--- config.mk ---
export PLATFORM = sky130hd
export DESIGN_NAME = uart_tx_param
export DESIGN_NICKNAME = d
export VERILOG_FILES = /design/src/rtl/uart_tx_pkg.sv /design/src/rtl/uart_baud_cnt.sv /design/src/rtl/uart_tx_param.sv
export SDC_FILE = /design/constraint.sdc
export NUM_CORES = 1
export LEC_CHECK = 0
export ABC_AREA = 1
export CAP_MARGIN = 30
export CORE_UTILIZATION = 60
export DETAILED_ROUTE_END_ITERATION = 10
export GPL_TIMING_DRIVEN = 0
export PLACE_DENSITY = 0.84
export SYNTH_ARGS = -nofsm -noshare
export SYNTH_HDL_FRONTEND = slang
export SYNTH_SLANG_ARGS = --single-unit
--- constraint.sdc ---
create_clock -name clk -period 7 [get_ports clk]
set_clock_uncertainty 0.15 [all_clocks]
set_input_delay 0.7 -clock clk [delete_from_list [all_inputs] [get_ports clk]]
set_output_delay 0.7 -clock clk [all_outputs]
set_load 0.02 [all_outputs]
--- src/rtl/uart_tx_pkg.sv ---
// Shared types and helpers for the parametrised UART transmitter.
package uart_tx_pkg;

    typedef enum logic [2:0] {
        IDLE   = 3'd0,
        START  = 3'd1,
        DATA   = 3'd2,
        PARITY = 3'd3,
        STOP   = 3'd4
    } tx_state_e;

    localparam logic LINE_IDLE = 1'b1;
    localparam logic START_BIT = 1'b0;
    localparam logic STOP_BIT  = 1'b1;

    // Payload is zero-extended to 9 bits, the widest legal frame.
    function automatic logic par_calc(input logic [8:0] data, input logic odd);
        return (^data) ^ odd;
    endfunction

endpackage

--- src/rtl/uart_baud_cnt.sv ---
// Per-bit baud counter: loads P-1, counts down, flags the last clk of a bit.
module uart_baud_cnt #(
    parameter int PRESCALE_W = 16
) (
    input  logic                  clk,
    input  logic                  reset_n,
    input  logic                  load,
    input  logic [PRESCALE_W-1:0] period,
    output logic                  bit_end_tick
);

    logic [PRESCALE_W-1:0] cnt;

    always_ff @(posedge clk or negedge reset_n) begin
        if (!reset_n)
            cnt <= '0;
        else if (load)
            cnt <= period - PRESCALE_W'(1);
        else if (cnt != '0)
            cnt <= cnt - PRESCALE_W'(1);
    end

    assign bit_end_tick = (cnt == '0);

endmodule

--- src/rtl/uart_tx_param.sv ---
// UART transmitter: frame FSM, shift register, parity and baud timing.
module uart_tx_param
    import uart_tx_pkg::*;
#(
    parameter int DATA_W     = 8,
    parameter int PRESCALE_W = 16
) (
    input  logic                  clk,
    input  logic                  reset_n,
    input  logic [DATA_W-1:0]     data_in,
    input  logic                  data_valid_in,
    output logic                  data_ready_out,
    input  logic [PRESCALE_W-1:0] prescale_in,
    input  logic                  par_en_in,
    input  logic                  par_odd_in,
    input  logic                  two_stop_in,
    output logic                  tx_out,
    output logic                  busy_out,
    output logic                  frame_done_out
);

    localparam int CNT_W = 4;

    tx_state_e             state, state_d;
    logic [CNT_W-1:0]      bit_cnt;
    logic [DATA_W-1:0]     shreg;
    logic [PRESCALE_W-1:0] p_q, p_eff, load_val;
    logic                  par_en_q, par_q, two_stop_q;
    logic                  tick, accept, last_stop, last_data, load;

    assign p_eff     = (prescale_in == '0) ? PRESCALE_W'(1) : prescale_in;
    assign last_data = (bit_cnt == CNT_W'(DATA_W - 1));
    assign last_stop = (state == STOP) && tick && (bit_cnt == CNT_W'(two_stop_q));

    assign data_ready_out = (state == IDLE) || last_stop;
    assign accept         = data_valid_in && data_ready_out;
    assign frame_done_out = last_stop;
    assign busy_out       = (state != IDLE);

    // A new frame takes its period from the live input; later bits use the latched copy.
    assign load     = accept || (tick && (state != IDLE) && !last_stop);
    assign load_val = accept ? p_eff : p_q;

    uart_baud_cnt #(.PRESCALE_W(PRESCALE_W)) u_baud (
        .clk          (clk),
        .reset_n      (reset_n),
        .load         (load),
        .period       (load_val),
        .bit_end_tick (tick)
    );

    always_ff @(posedge clk or negedge reset_n) begin
        if (!reset_n)
            state <= IDLE;
        else
            state <= state_d;
    end

    always_comb begin
        state_d = state;
        case (state)
            IDLE:    if (accept) state_d = START;
            START:   if (tick) state_d = DATA;
            DATA:    if (tick && last_data) state_d = par_en_q ? PARITY : STOP;
            PARITY:  if (tick) state_d = STOP;
            STOP:    if (last_stop) state_d = accept ? START : IDLE;
            default: state_d = IDLE;
        endcase
    end

    always_ff @(posedge clk or negedge reset_n) begin
        if (!reset_n) begin
            tx_out     <= LINE_IDLE;
            bit_cnt    <= '0;
            shreg      <= '0;
            p_q        <= '0;
            par_en_q   <= 1'b0;
            par_q      <= 1'b0;
            two_stop_q <= 1'b0;
        end else if (accept) begin
            tx_out     <= START_BIT;
            bit_cnt    <= '0;
            shreg      <= data_in;
            p_q        <= p_eff;
            par_en_q   <= par_en_in;
            par_q      <= par_calc(9'(data_in), par_odd_in);
            two_stop_q <= two_stop_in;
        end else if (tick) begin
            case (state)
                START: begin
                    tx_out  <= shreg[0];
                    bit_cnt <= '0;
                end
                DATA: begin
                    if (last_data) begin
                        tx_out  <= par_en_q ? par_q : STOP_BIT;
                        bit_cnt <= '0;
                    end else begin
                        tx_out  <= shreg[1];
                        shreg   <= shreg >> 1;
                        bit_cnt <= bit_cnt + CNT_W'(1);
                    end
                end
                PARITY: begin
                    tx_out  <= STOP_BIT;
                    bit_cnt <= '0;
                end
                STOP: begin
                    // Stop level equals idle level, so the line simply stays high.
                    tx_out  <= last_stop ? LINE_IDLE : STOP_BIT;
                    bit_cnt <= last_stop ? '0 : bit_cnt + CNT_W'(1);
                end
                default: ;
            endcase
        end
    end

endmodule

# == After elaboration in Yosys (flattened, before gate mapping) ==
# Index checks and enable logic that the tools add are counted.
# totals
reg_bits,51
out_inout_bits,4
word_cells,77
# op_classes
addsub,3
eq_ne,12
muxes,26
bitwise,1
n_reduce_logical,26
# ops
operator,n
16-bit two-way mux,4
16-bit logical NOT,2
8-bit two-way mux,4
"16-bit by 1-bit subtractor with 16-bit output, second input constant",2
3-bit two-way mux,6
4-bit two-way mux,4
16-bit nonzero test,1
3-bit case mux with 5 select lines,1
"2-bit != test, second input constant",6
4-bit case mux with 3 select lines,1
9-bit XOR reduction,1
4-bit nonzero test,2
"3-bit by 2-bit == test with 1-bit output, second input constant",2
1-bit logical AND,6
2-bit nonzero test,3
1-bit two-way mux,5
5-bit AND reduction,1
"4-bit by 1-bit adder with 4-bit output, second input constant",1
4-bit by 1-bit == test with 1-bit output,1
"4-bit by 3-bit == test with 1-bit output, second input constant",1
2-bit AND reduction,2
2-bit OR reduction,2
"3-bit by 1-bit == test with 1-bit output, second input constant",1
"3-bit == test, second input constant",1
7 further kinds,8

# == Longest topological paths before layout ==
# Gate-level depths: netlist of run 1.
# logic_depth
ltp_word,8
depth_mapped,18

# == Modules after synthesis ==
# A second synthesis of run 1 with hierarchy kept.
# hier_totals
hier_cells,480
area_unflattened_um2,3239.4
# modules_own_cells
module,instances,cells_each,area_each_um2,seq_area_each_um2
uart_tx_param,1,270,1951.9,877.1
uart_baud_cnt,1,210,1287.5,400.4

# == Worst setup path after synthesis of run 1 ==
# Ideal clock, no wire load.
# synth_path
path_kind,in2reg
start,in data_valid_in
end,reg u_baud.cnt[8]
setup_time_ps,132
arrival_ps,2198
path_slack_ps,4520
cell_stages,11
path_buffers,2
cell_sequence,clkbuf_1 -> nand2_4 -> nand2_4 -> buf_8 -> or2_2 -> nand2_2 -> ha_1 -> nand3_2 -> nor2_4 -> xor2_1 -> nor2_1
# synth_between
elab_chain_len,4
elab_cells_between_ends,6
cone_classes,1 x add/sub; 2 x mux; 3 x reduce/logical
# synth_lines
item,line,rtl
start: declaration,uart_tx_param.sv:11,"input logic data_valid_in,"
1-bit logical AND (*),uart_tx_param.sv:36,assign accept = data_valid_in && data_ready_out;
16-bit two-way mux,-,
16-bit by 1-bit subtractor with 16-bit output,uart_baud_cnt.sv:18,cnt <= period - PRESCALE_W'(1);
16-bit two-way mux,uart_baud_cnt.sv:17,else if (load)
end signal: assignment,uart_baud_cnt.sv:18,
end signal: assignment,uart_baud_cnt.sv:20,cnt <= cnt - PRESCALE_W'(1);
end: declaration,uart_baud_cnt.sv:12,logic [PRESCALE_W-1:0] cnt;
# Mark *: on every way between the ends. The rest lies on a longest branch, timed or not.
# A chain may end at the register's enable or synchronous reset.

# == Final worst setup path of run 1 ==
# layout_path
start,reg u_baud.cnt[15]
end,out data_ready_out
# layout_between
elab_chain_len,4
# layout_lines
item,line,rtl
16-bit logical NOT,uart_baud_cnt.sv:23,assign bit_end_tick = (cnt == '0);
1-bit logical AND (2 in series),uart_tx_param.sv:33,assign last_stop = (state == STOP) && tick && (bit_cnt == CNT_W'(two_stop_q));
1-bit logical OR,uart_tx_param.sv:35,assign data_ready_out = (state == IDLE) || last_stop;
end: declaration,uart_tx_param.sv:12,"output logic data_ready_out,"
# Every way passes these cells.

==> impl_metrics.ini, run 1 <==
[detailed_routing]
first_iter_violations = 191
drtAntennaViolNets = 0
drc = 0
vias = 2782
firstDrtPassIters = 5
wl_per_cell_um = 12.5
routed_wl_um = 6710
avgViaCountPerCell = 5.20

[synthesis]
ys_ff_latch = 51
ys.flop_type = dfrtp_1
synth_largest_area_cell = dfrtp_1
ys_seq_area_share_pct = 39.9
synth_most_common_cell = nand2_1
synth_area_per_cell_um2 = 7.55
yosysWarnings = 0
ys_async_sr_fraction_pct = 100
synth.distinct_cells = 37
synth_area_um2 = 3200
netlist_top_cells_count = 84 x nand2_1, 58 x inv_1, 50 x dfrtp_1
synthCells = 424
synth_edf_count = 0
synthTopCellsByArea = dfrtp_1 39%, nand2_1 9.8%, inv_1 6.8%
synth_top_area_share_pct = 39.1
synth_nets = 456

[final_layout]
nNetsFinal = 496
drive_above_1_share_pct = 17.4
syn2layout_area_growth_pct = 16.5
final_cell_count_no_fill = 535
n_antenna_cell = 0

[sta]
setup_ws_ps = 3860
fmax_ghz = 0.319
drv_slew = 0
max_slew_margin_pct = 67.5
timing.hold.ws_ps = 137
timing_hold_violations_final = 0
finalCritPeriodShare_pct = 44.8
tightest_slew_ps = 487
tns_ps = 0
setup_violations = 0
period_needed_ps = 3140
rsz0062_at_grt = false

[critical_path]
worstRegToRegCells = 15
critPathSlowestCell = clkdlybuf4s50_1
required_ps = 6150
crit_arrival_ps = 2290
r2r_end = u_baud.cnt[8]
rrSetupSlack_ps = 4280
cp_common_cell = nor2_1
critPathMaxFanout = 10
critPathCaptureType = output port
slowest_delay_ps = 620
start_kind = flip-flop
worstPathCellList = nor2_1, nand2_1, nor2_1, nand2_2, o21ai_4, buf_4, clkdlybuf4s50_1
crit_start = u_baud.cnt[15]
critPathKind = reg -> out
r2r-start = u_baud.cnt[15]
crit_end = data_ready_out

[floorplan]
ios = 34
initial_core_util_pct = 62.7
core_um2 = 5110
die_area_um2 = 5630
die_w_um = 75.1
fp-row-count = 26
die_h_um = 75.1

[global_routing]
antenna_found_initial = 0
grt_max_degree = 39
overflow = 0
grt_use_total_pct = 27.2
grt_pass1_vias = 2721
grt_pass1_wl_um = 11600

[pwr]
p_leak_nw = 1.85
clock_power_share_pct = 12.7
combPwrFrac_pct = 53.8
max-vdd-ir-drop_uv = 217
power_density_nw_per_um2 = 394
p_seq_share_pct = 33.5
swShare_pct = 44.1
power_switching_uw = 648
p_int_uw = 822

[clock_tree]
post-cts-setup-buffers = 0
htree_num_levels = 2
path_clk_slew_ps = 90
cts_resized = 0
insertion_delay_ps = 300
postCtsHoldBufs = 0
cts_sinks = 51
cts_buffer_depth = 2
cts_tree = done
root_buffer = clkbuf_8
numCtsBuffers = 5

[placement]
portBuffers = 32
place_ws_ps = 4110
place_hpwl_um = 5080
placed_cells = 527
place.gp.congestion = 0.903

[flow_run]
maxCapViolations = 0

[outcome]
outcome = finished clean

[hold_path]
hold_class = in -> async
## layer usage
| layer | vias to the layer above | GRT usage [%] | part of all wire, % |
|---|---|---|---|
| li1 | 1402 | - | - |
| met5 | - | 0 | 0 |
| met1 | 1300 | 35.4 | 46 |
| met4 | 0 | 5.87 | 0.61 |
| met3 | 4 | 4.28 | 4.2 |
| met2 | 76 | 47.8 | 49 |
## layout by cell type, fill, tap and decap left out, drive strengths merged
cell,synthesis,routed
nor3b,1,1
o21ai,20,20
dfstp,1,1
buf,10,12
inv,66,66
o21bai,1,1
o211ai,2,2
a221oi,3,3
nor2,55,55
nand2,111,111
nor3,2,2
clkinvlp,0,1
clkdlybuf4s50,0,31
dfrtp,50,50
nand3,49,49
a21boi,1,1
xor2,6,6
o2111ai,1,1
xnor2,6,6
nand4,2,2
clkbuf,2,9
and2,9,9
a21oi,16,16
ha,2,2
or2,6,6
o22ai,2,2
## worst max-delay path: cells and delay by family, from the launching register on
kind	cells	cell delay (ps)
AND/OR/NAND/NOR	4	470
AO/OA/AOI/OAI	1	270
flip-flops	1	380
buffers and inverters	2	850
## final cells by class
class	instances	area, µm²
sequential	51	1280
multi-input combinational	295	1580
timing repair buffer	33	335
fill	435	1380
inverter	66	248
buffer	12	93.8
tap	70	87.6
clock buffer	7	96.3
clock inverter	1	7.51
## registers in the layout, indices dropped and copies added (netlist names)
name,count
p_q,16
shreg,8
state,3
tx_out,1
par_q,1
u_baud.cnt,16
par_en_q,1
two_stop_q,1
bit_cnt,4
## per-stage QoR
stage / total power [mW] / util [%] / instance area, µm²
6_report: 1.47 / 73.0 / 3730
2_1_floorplan: 1.11 / - / 3200
4_1_cts: 1.47 / 73.0 / 3730
3_3_place_gp: 1.24 / 70.7 / 3610
3_5_place_dp: 1.27 / 71.0 / 3620
5_1_grt: 1.61 / 73.0 / 3730
## power groups by stage
stage	clock [mW]	sequential [mW]	combinational, mW
after floorplan	0	0.483	0.624
after global placement	0	0.493	0.750
after detailed placement	0	0.498	0.776
after CTS	0.191	0.492	0.788
after global routing	0.204	0.509	0.894
final	0.187	0.493	0.790
## logic make-up after synthesis
kind of cell    Yosys count  share of synthesized area, %
simple gates            235                          36.7
buf+inv                  78                          10.7
flops                    51                          39.9
compound gates           46                          8.68
xor+xnor                 12                          3.28
fa+ha+maj                 2                         0.781
## worst min path at each step
stage | cells after the start | end | slack [ps] | startpoint
6_report | 1 | shreg[4] | 140 | reset_n
4_1_cts | 1 | shreg[4] | 140 | reset_n
2_1_floorplan | 0 | bit_cnt[0] | 250 | reset_n
3_5_place_dp | 2 | p_q[1] | 320 | p_q[1]
5_1_grt | 1 | shreg[4] | 150 | reset_n
3_3_place_gp | 2 | p_q[1] | 300 | p_q[1]
Power figures use the tool's default switching activity.
==> run 2, diff against run 1 <==
- CORE_UTILIZATION: 60 -> 51
- PLACE_DENSITY: 0.84 -> 0.76
- clock period: 7 -> 2.7 ns (I/O delays scaled with it)
==> run 2 against run 1 <==
  * Non-clock buffer count increased by 7
  * First-iteration DRC count decreased by 31%
  * Critical path type is now reg -> reg
  * Critical endpoint is now u_baud.cnt[8]
  * Core utilization decreased by 7.1 points
  * Combinational power increased to 2.9 times the previous value
  * Highest routed layer unchanged
  * Wire length decreased by 0.98%
  * Via count decreased by 0.90%
  * Count of clock-buffer cells in the layout decreased by 1
  * Power increased to 2.8 times the previous value
==> impl_metrics.ini, run 2 (synthesized netlist as in run 1, its figures left out) <==
[detailed_routing]
vias = 2757
first_iter_violations = 132
wl_per_cell_um = 12.1
routed_wl_um = 6650
drc = 0
drtAntennaViolNets = 0
avgViaCountPerCell = 5.04
firstDrtPassIters = 4

[clock_tree]
cts_tree = done
htree_num_levels = 2
cts_buffer_depth = 2
insertion_delay_ps = 310
numCtsBuffers = 5
path_clk_slew_ps = 100
root_buffer = clkbuf_8
cts_sinks = 51

[floorplan]
ios = 34
core_um2 = 5990
initial_core_util_pct = 53.4
die_h_um = 81.2
die_w_um = 81.2
die_area_um2 = 6600
fp-row-count = 28

[global_routing]
grt_pass1_vias = 2606
grt_pass1_wl_um = 11300
grt_use_total_pct = 22.5
antenna_found_initial = 0
overflow = 0
grt_max_degree = 40

[hold_path]
hold_class = in -> async

[flow_run]
maxCapViolations = 0

[critical_path]
r2r-start = bit_cnt[0]
worstPathCellList = inv_1, nand2_1, nand2_1, nand2_1, o211ai_2, nand2_8, buf_8, or2_2, nand2_4, ha_4, nand3_4, nor2_4, xor2_1, nor2_1
slowest_delay_ps = 410
start_kind = flip-flop
critPathKind = reg -> reg
critical_path.top_delay_family = simple AND/OR/NAND/NOR gates
critPathCaptureType = flip-flop
crit_arrival_ps = 2600
cp.buffers_inverters = 2
critPathMaxFanout = 7
required_ps = 2740
crit_start = bit_cnt[0]
cp_common_cell = nand2_1
critPathSlowestCell = dfrtp_1

[final_layout]
fin_area_um2 = 3950
layout_commonest_cell = nand2_1
layout_common_cells = 79 x nand2_1, 58 x inv_1, 50 x dfrtp_1, 42 x nand3_1, 40 x nor2_1
final_cell_count_no_fill = 547
reg.largest.list = p_q: 16 flops, u_baud.cnt: 16 flops, shreg: 8 flops
n_antenna_cell = 0
drive_above_1_share_pct = 20.8
nNetsFinal = 503
final_core_util_pct = 65.9
syn2layout_area_growth_pct = 23.3

[pwr]
power_density_nw_per_um2 = 1040
p_leak_nw = 1.94
max-vdd-ir-drop_uv = 490
totalPowerFinal_mw = 4.11

[placement]
placed_cells = 532
portBuffers = 32
place.gp.congestion = 0.837
dpl-instance-area_um2 = 3630
place_hpwl_um = 4930
place_ws_ps = -11.4

[sta]
tightest_slew_ps = 404
max_slew_margin_pct = 73.1
timing.hold.ws_ps = 232
timing_hold_violations_final = 0
rsz0062_at_grt = true
fmax_ghz = 0.390
drv_slew = 0
setup_violations = 0
tns_ps = 0
finalCritPeriodShare_pct = 94.9
setup_ws_ps = 138
period_needed_ps = 2560

[outcome]
outcome = finished clean
run 2: cell types whose count changed in the layout (fill, tap and decap cells not counted), sizes merged:
cell           change
clkdlybuf4s50      -1
dlymetal6s2s       +1
dlygate4sd3        +1
inv                +1
buf                +4
bufinv             +1
clkinvlp           -1
clkbuf             +1
run 2: per-layer routing:
layer	track usage [%]	vias to the layer above	share of wire, %
met5	0	-	0
met4	7.50	0	1.4
met3	3.71	6	3.4
met2	37.5	51	47
met1	29.6	1272	48
li1	-	1428	-
run 2: repair_timing:
| item | 4_1_cts | 5_1_grt |
|---|---|---|
| gates cloned | 0 | 1 |
| setup endpoints to repair | 5 | 14 |
| hold buffers | 1 | 0 |
| buffers inserted | 1 | 4 |
| endpoints found under the hold margin | 12 | 0 |
| pin swaps | 1 | 8 |
| gates resized for setup | 0 | 30 |
run 2: path summary, 6_finish.rpt:
path | to | depth (start not counted) | slack, ps
worst max-delay path | u_baud.cnt[8] | 14 | 140
worst min-delay path | shreg[3] | 2 | 230
worst max register to register | u_baud.cnt[8] | 14 | 140
worst min register to register | p_q[1] | 2 | 340
max in group asynchronous | tx_out | 3 | 1610
min in group clk | p_q[2] | 3 | 260
run 2: where the power goes:
part | switching [mW] | internal (mW) | leakage, nW
logic | 1.35 | 0.917 | 1.27
clock network | 0.264 | 0.305 | 0.0618
registers | 0.173 | 1.11 | 0.613
run 2: layout make-up:
cell class,instances,area [µm²]
Sequential cell,51,1280
Clock buffer,6,82.6
Tap cell,75,93.8
Fill cell,524,2040
Clock inverter,2,38.8
Timing Repair Buffer,40,410
Multi-Input combinational cell,295,1680
Inverter,66,250
Buffer,12,110
